**src/rtl/npc_exec_ctrl.sv**
```systemverilog
// Multi-cycle instruction sequencer for the NPC core: steps FETCH/DECODE/MEM/WB,
// gates register-file and PC writes once per instruction, and halts on ebreak, illegal or bus timeout.
//
// state  | meaning
// IDLE   | out of reset, waiting one edge before the first fetch
// FETCH  | ifu_req held, waiting for ifu_ack
// DECODE | one cycle, decoder flags latched on exit
// MEM    | lsu_req held, waiting for lsu_ack
// WB     | one cycle, rf/pc write strobes, instret advances on exit
// HALT   | absorbing until reset
module npc_exec_ctrl #(
    parameter int WDOG_W = 8,
    parameter int CNT_W  = 32
) (
    input  logic             clk_i,
    input  logic             rst_ni,
    output logic             ifu_req_o,
    input  logic             ifu_ack_i,
    output logic             inst_en_o,
    input  logic             dec_regwrite_i,
    input  logic             dec_is_load_i,
    input  logic             dec_is_store_i,
    input  logic             dec_ebreak_i,
    input  logic             dec_illegal_i,
    output logic             lsu_req_o,
    output logic             lsu_wen_o,
    input  logic             lsu_ack_i,
    output logic             rf_we_o,
    output logic             pc_we_o,
    output logic             halt_o,
    output logic [1:0]       halt_code_o,
    output logic [2:0]       state_o,
    output logic [CNT_W-1:0] instret_o
);

    typedef enum logic [2:0] {
        S_IDLE   = 3'd0,
        S_FETCH  = 3'd1,
        S_DECODE = 3'd2,
        S_MEM    = 3'd3,
        S_WB     = 3'd4,
        S_HALT   = 3'd5
    } state_e;

    localparam logic [WDOG_W-1:0] WDOG_MAX = '1;

    state_e            state_q;
    logic [WDOG_W-1:0] wdog_q;
    logic [WDOG_W-1:0] wdog_d;
    logic              wdog_expire;
    logic              ld_q;
    logic              st_q;
    logic              rw_q;
    logic [1:0]        halt_code_q;
    logic [CNT_W-1:0]  instret_q;

    // Expiry is judged on the value the counter would take this cycle, so the
    // halt lands on the cycle the count reaches its maximum; an ack still wins.
    assign wdog_d      = (wdog_q == WDOG_MAX) ? wdog_q : wdog_q + WDOG_W'(1);
    assign wdog_expire = (wdog_d == WDOG_MAX);

    always_ff @(posedge clk_i or negedge rst_ni) begin
        if (!rst_ni) begin
            state_q     <= S_IDLE;
            wdog_q      <= '0;
            ld_q        <= 1'b0;
            st_q        <= 1'b0;
            rw_q        <= 1'b0;
            halt_code_q <= 2'd0;
            instret_q   <= '0;
        end else begin
            case (state_q)
                S_IDLE: begin
                    state_q <= S_FETCH;
                    wdog_q  <= '0;
                end
                S_FETCH: begin
                    if (ifu_ack_i) begin
                        state_q <= S_DECODE;
                        wdog_q  <= '0;
                    end else if (wdog_expire) begin
                        state_q     <= S_HALT;
                        halt_code_q <= 2'd3;
                        wdog_q      <= wdog_d;
                    end else begin
                        wdog_q <= wdog_d;
                    end
                end
                S_DECODE: begin
                    ld_q   <= dec_is_load_i;
                    st_q   <= dec_is_store_i;
                    rw_q   <= dec_regwrite_i;
                    wdog_q <= '0;
                    if (dec_ebreak_i) begin
                        state_q     <= S_HALT;
                        halt_code_q <= 2'd1;
                    end else if (dec_illegal_i) begin
                        state_q     <= S_HALT;
                        halt_code_q <= 2'd2;
                    end else if (dec_is_load_i || dec_is_store_i) begin
                        state_q <= S_MEM;
                    end else begin
                        state_q <= S_WB;
                    end
                end
                S_MEM: begin
                    if (lsu_ack_i) begin
                        state_q <= S_WB;
                        wdog_q  <= '0;
                    end else if (wdog_expire) begin
                        state_q     <= S_HALT;
                        halt_code_q <= 2'd3;
                        wdog_q      <= wdog_d;
                    end else begin
                        wdog_q <= wdog_d;
                    end
                end
                S_WB: begin
                    instret_q <= instret_q + CNT_W'(1);
                    state_q   <= S_FETCH;
                    wdog_q    <= '0;
                end
                S_HALT: begin
                    state_q <= S_HALT;
                end
                default: begin
                    state_q <= S_IDLE;
                    wdog_q  <= '0;
                end
            endcase
        end
    end

    assign ifu_req_o   = (state_q == S_FETCH);
    assign inst_en_o   = (state_q == S_FETCH) & ifu_ack_i;
    assign lsu_req_o   = (state_q == S_MEM) & (ld_q | st_q);
    assign lsu_wen_o   = (state_q == S_MEM) & st_q;
    assign rf_we_o     = (state_q == S_WB) & rw_q & ~st_q;
    assign pc_we_o     = (state_q == S_WB);
    assign halt_o      = (state_q == S_HALT);
    assign halt_code_o = halt_code_q;
    assign state_o     = state_q;
    assign instret_o   = instret_q;

endmodule

```
**config.mk**
```make
export PLATFORM = sky130hd
export DESIGN_NAME = npc_exec_ctrl
export DESIGN_NICKNAME = d
export VERILOG_FILES = /design/src/rtl/npc_exec_ctrl.sv
export SDC_FILE = /design/constraint.sdc
export NUM_CORES = 1
export LEC_CHECK = 0
export BUFFER_PORTS_ARGS = -buffer_cell sky130_fd_sc_hd__buf_2
export CAP_MARGIN = 20
export CELL_PAD_IN_SITES_DETAIL_PLACEMENT = 1
export CELL_PAD_IN_SITES_GLOBAL_PLACEMENT = 1
export CORE_MARGIN = 2
export CORE_UTILIZATION = 45
export CTS_BUF_LIST = sky130_fd_sc_hd__clkbuf_4 sky130_fd_sc_hd__clkbuf_8 sky130_fd_sc_hd__clkbuf_16
export DETAILED_ROUTE_END_ITERATION = 7
export PLACE_DENSITY_LB_ADDON = 0.1
export RECOVER_POWER = 25
export SLEW_MARGIN = 10
export SYNTH_ARGS = -nofsm -noshare
export SYNTH_HDL_FRONTEND = slang
export SYNTH_SLANG_ARGS = --single-unit
```
**constraint.sdc**
```tcl
create_clock -name clk_i -period 5.8 [get_ports clk_i]
set_input_delay 1.16 -clock clk_i [delete_from_list [all_inputs] [get_ports clk_i]]
set_output_delay 1.16 -clock clk_i [all_outputs]
set_load 0.03 [all_outputs]
```
# After elaboration in Yosys (flattened, before gate mapping)
# Cells that the tools add are included.
# W data, S select, Z words.
# op_classes
reduce_logical	5
bitwise	7
n_mux	17
eq_ne	10
n_addsub	2
# op_table
operator	count
$add A32 B1 Y32 const B	1
$mux W8	3
$pmux W8 S3	1
$mux W3	6
$eq A8 B8 Y1 const B	2
$pmux W3 S5	1
$mux W2	5
$add A8 B1 Y8 const B	1
$eq A3 B2 Y1 const B	2
$eq A3 B3 Y1 const B	2
$pmux W2 S3	1
$and A1 B1 Y1	5
$ne A2 B2 Y1 const B	2
$reduce_and A4 Y1	1
$eq A3 B1 Y1 const B	1
$logic_not A3 Y1	1
$ne A3 B3 Y1 const B	1
$reduce_bool A3 Y1	1
$reduce_or A2 Y1	1
$logic_or A1 B1 Y1	1
$not A1 Y1	1
$or A1 B1 Y1	1
# totals
word_cells	48
input_bits	9
reg_bits	48
out_inout_bits	44

# Longest topological paths before layout
# logic_depth
ltp_word	6
mapped_depth	6
ltp_nobuf	5

# Least setup slack after synthesis
# OpenSTA, ideal clock, no wires.
# synth_timing
path_kind	register to output
from	reg state_q[2], in the netlist state_o[2]
to	out rf_we_o
t_required_ns	4.640
path_slack_ns	2.437
stages_incl_launch_ff	4
t_arrival_ns	2.203
n_path_buf	0
path_cell_list	dfrtp_1 > inv_1 > nor3_1 > and3b_1
# synth_via
elab_chain_len	3
# synth_rtl
element	line	source
from (decl)	47	state_e state_q;
from (signal assigned)	64	state_q <= S_IDLE;
from (signal assigned)	74	state_q <= S_FETCH;
from (signal assigned)	79	state_q <= S_DECODE;
$eq A3 B3 Y1	-	
net pc_we_o	29	output logic pc_we_o,
$and A1 B1 Y1 (2 in a row)	138	assign rf_we_o = (state_q == S_WB) & rw_q & ~st_q;
to (decl)	28	output logic rf_we_o,
# The timed path passes the listed nets, and every way through them passes these cells.

# Worst setup path in the final report
# layout_timing
from	reg state_q[2], in the netlist state_o[2]
to	out rf_we_o
# layout_via
elab_chain_len	3
# layout_rtl
element	line
$eq A3 B3 Y1	138
$and A1 B1 Y1 (2 in a row)	138
# No other way between the ends.

==> results.sh <==
export IMPL_synth_most_common_cell="dfrtp_1"
export IMPL_placed_cell_area_um2=2780
export IMPL_die_x_um=77.9
export IMPL_vdd_drop_max_v=0.000230
export IMPL_synth_edf_count=0
export IMPL_syn_inst=241
export IMPL_cts_tree="yes"
export IMPL_ys_warnings_count=0
export IMPL_violations="max-capacitance violations, max-slew violations"
export IMPL_cts_root_buf="clkbuf_8"
export IMPL_synth_commonest_cells="dfrtp_1 (48), xnor2_1 (26), nand2_1 (19)"
export IMPL_synth_top_area_cell="dfrtp_1"
export IMPL_drive_gt1_share_pct=24.9
export IMPL_crit_chain="inv_1 > nor3_1 > and3b_1 > buf_2"
export IMPL_start_util_pct=47.5
export IMPL_syn_to_final_growth_pct=17.2
export IMPL_avgSynthCellArea_um2=10.2
export IMPL_holdWs_ns=0.489
export IMPL_relSlewSlack_pct=-6.01
export IMPL_drt_total_wl_um=5940
export IMPL_grt_pass1_vias=2061
export IMPL_clkLatencyLatePin_ns=0.30
export IMPL_num_rows=26
export IMPL_stdcell_area_um2=2880
export IMPL_p_total_mw=0.957
export IMPL_crit_slowest_cell="nor3_1"
export IMPL_synthTopCellsByArea="dfrtp_1 (49%), xnor2_1 (9.3%), nand4_1 (3.8%)"
export IMPL_crit_fanout=7
export IMPL_place_congestion=0.837
export IMPL_ys_seq_area_share_pct=48.9
export IMPL_ctsResizeCount=0
export IMPL_fin_tns_setup_ns=0
export IMPL_min_period_ns=3.08
export IMPL_cts_buffer_depth=2
export IMPL_holdBufCountCts=0
export IMPL_hold_class="reg2reg"
export IMPL_maxCapViolCount=1
export IMPL_groute_usage_overall_pct=20.3
export IMPL_fin_worst_skew_ns=0.0128
export IMPL_htreeDepth=2
export IMPL_final_util_pct=55.6
export IMPL_slowest_delay_ns=0.61
export IMPL_grt_pass1_wl_um=9850
export IMPL_grt_start_max_net_pins=49
export IMPL_overflow=0
export IMPL_required_ns=4.64
export IMPL_portBuffers=52
export IMPL_tightest_slew_ns=1.59
export IMPL_fp_dieH_um=77.9
export IMPL_fin_crit_sh_pct=53.1
export IMPL_viasPerCell=5.67
export IMPL_setup_viol=0
export IMPL_final_hold_violation_count=0
export IMPL_leakage_nw=1.36
export IMPL_finalNetCount=307
export IMPL_wl_per_cell_um=16.2
export IMPL_syn_area_um2=2460
export IMPL_rsz0062_at_grt="false"
export IMPL_ys_ff_latch=48
export IMPL_syn_nets=252
export IMPL_diodes=0
export IMPL_ant_nets=0
export IMPL_firstDrtPassIters=4
export IMPL_dr_total_vias=2080
export IMPL_drtIter0Drc=84
export IMPL_synth_top_area_share_pct=48.9
export IMPL_cts_buffers=5
export IMPL_coreArea_um2=5170
export IMPL_die_area_um2=6070
export IMPL_top_level_ports=53
export IMPL_power_per_cell_area_nw_per_um2=332
export IMPL_clkSlewWorstSetupHoldPaths_ns=0.10
export IMPL_post_dp_hpwl_um=4260
export IMPL_status="finished, violations left"
export IMPL_dominantRegCellSynth="dfrtp_1"
export IMPL_start_kind="flop"
export IMPL_drc=0
export IMPL_yosys_cell_types_count=46
export IMPL_max_freq_mhz=325
export IMPL_antenna_found_initial=0
export IMPL_synthArstFlopShare_pct=100
export IMPL_post_cts_buffers=0
export IMPL_critical_path_class="reg2out"
export IMPL_clock_sinks=48
export IMPL_slew_viol_final=30
export IMPL_endpoint_kind="primary output"
export IMPL_crit_arrival_ns=1.92
## final timing paths
kind	from	endpoint	slack [ns]	cells after the start
min in group asynchronous	rst_ni	instret_o[25]	1.01	1
min reg2reg	instret_o[31]	instret_o[31]	0.49	1
max reg2reg	state_o[0]	instret_o[17]	3.54	4
max	state_o[2]	rf_we_o	2.72	4
max in group asynchronous	rst_ni	instret_o[12]	2.77	2
min	instret_o[31]	instret_o[31]	0.49	1
## cells by family (layout without fill, tap and decap cells)
group / Yosys count / after routing / synth area share [%]
buf+inv: 10 / 66 / 1.63
mux: 4 / 4 / 1.83
xor+xnor: 31 / 31 / 11.1
fa+ha+maj: 2 / 2 / 1.02
simple gates: 109 / 109 / 25.8
flops: 48 / 48 / 48.9
compound gates: 37 / 37 / 9.73
## cell usage in the layout, fill, tap and decap left out, types with 2 or more instances in the layout
cell type   instances
a21oi_1            14
buf_2              51
nand2_1            19
clkbuf_1            2
xor2_1              5
nand4b_1            2
nand3b_1            2
o21a_1              2
and2_1              2
or3_1               2
o31ai_1             4
xnor2_1            26
nor2_1             15
clkinvlp_4          2
o21ai_0             6
nand2b_1            2
or2_2               2
ha_1                2
and4_1              4
nor4_1              2
nand4_1            15
dfrtp_1            48
mux2_2              4
inv_1               5
clkbuf_8            5
o41ai_1             2
and3_1             10
a32o_1              2
nand3_1            15
and3b_1             2
nor3_1              5
## worst max-delay path, delay by kind of cell, from the launching register on
family / cells / cell delay, ns
flops: 1 / 0.44
buf+inv: 2 / 0.33
simple gates: 2 / 0.85
## power by group
| part | total [mW] | internal, mW | switching, mW | leakage, nW |
|---|---|---|---|---|
| registers | 0.434 | 0.377 | 0.0565 | 0.651 |
| logic | 0.322 | 0.116 | 0.206 | 0.664 |
| clock network | 0.201 | 0.0855 | 0.115 | 0.0404 |
| total | 0.957 | 0.578 | 0.378 | 1.36 |
## sequential cells by signal, indices dropped and copies added (netlist names)
signal       cells
state_o          3
rw_q             1
halt_code_o      2
wdog_q           8
st_q             1
ld_q             1
instret_o       32
## metrics by stage
step                setup slack (ns)  instances
floorplan                       2.44        241
global placement                3.02        358
detailed placement              3.00        358
CTS                             2.70        366
global route                    2.28        367
finish                          2.72        367
## area by class of cell
cell class,count,area (um^2)
tap,70,87.6
fill,624,2290
clock buffer,5,68.8
inverter,5,18.8
sequential,48,1200
multi-input combinational,183,1210
timing repair buffer,53,263
clock inverter,3,23.8
## per-layer routing
| layer | routed length [um] | track usage [%] | vias up |
|---|---|---|---|
| li1 | - | - | 992 |
| met4 | 85 | 6.61 | 0 |
| met3 | 201 | 3.26 | 8 |
| met2 | 3050 | 35.0 | 36 |
| met5 | 0 | 0 | - |
| met1 | 2610 | 25.9 | 1044 |
Power figures use the tool's default switching activity.
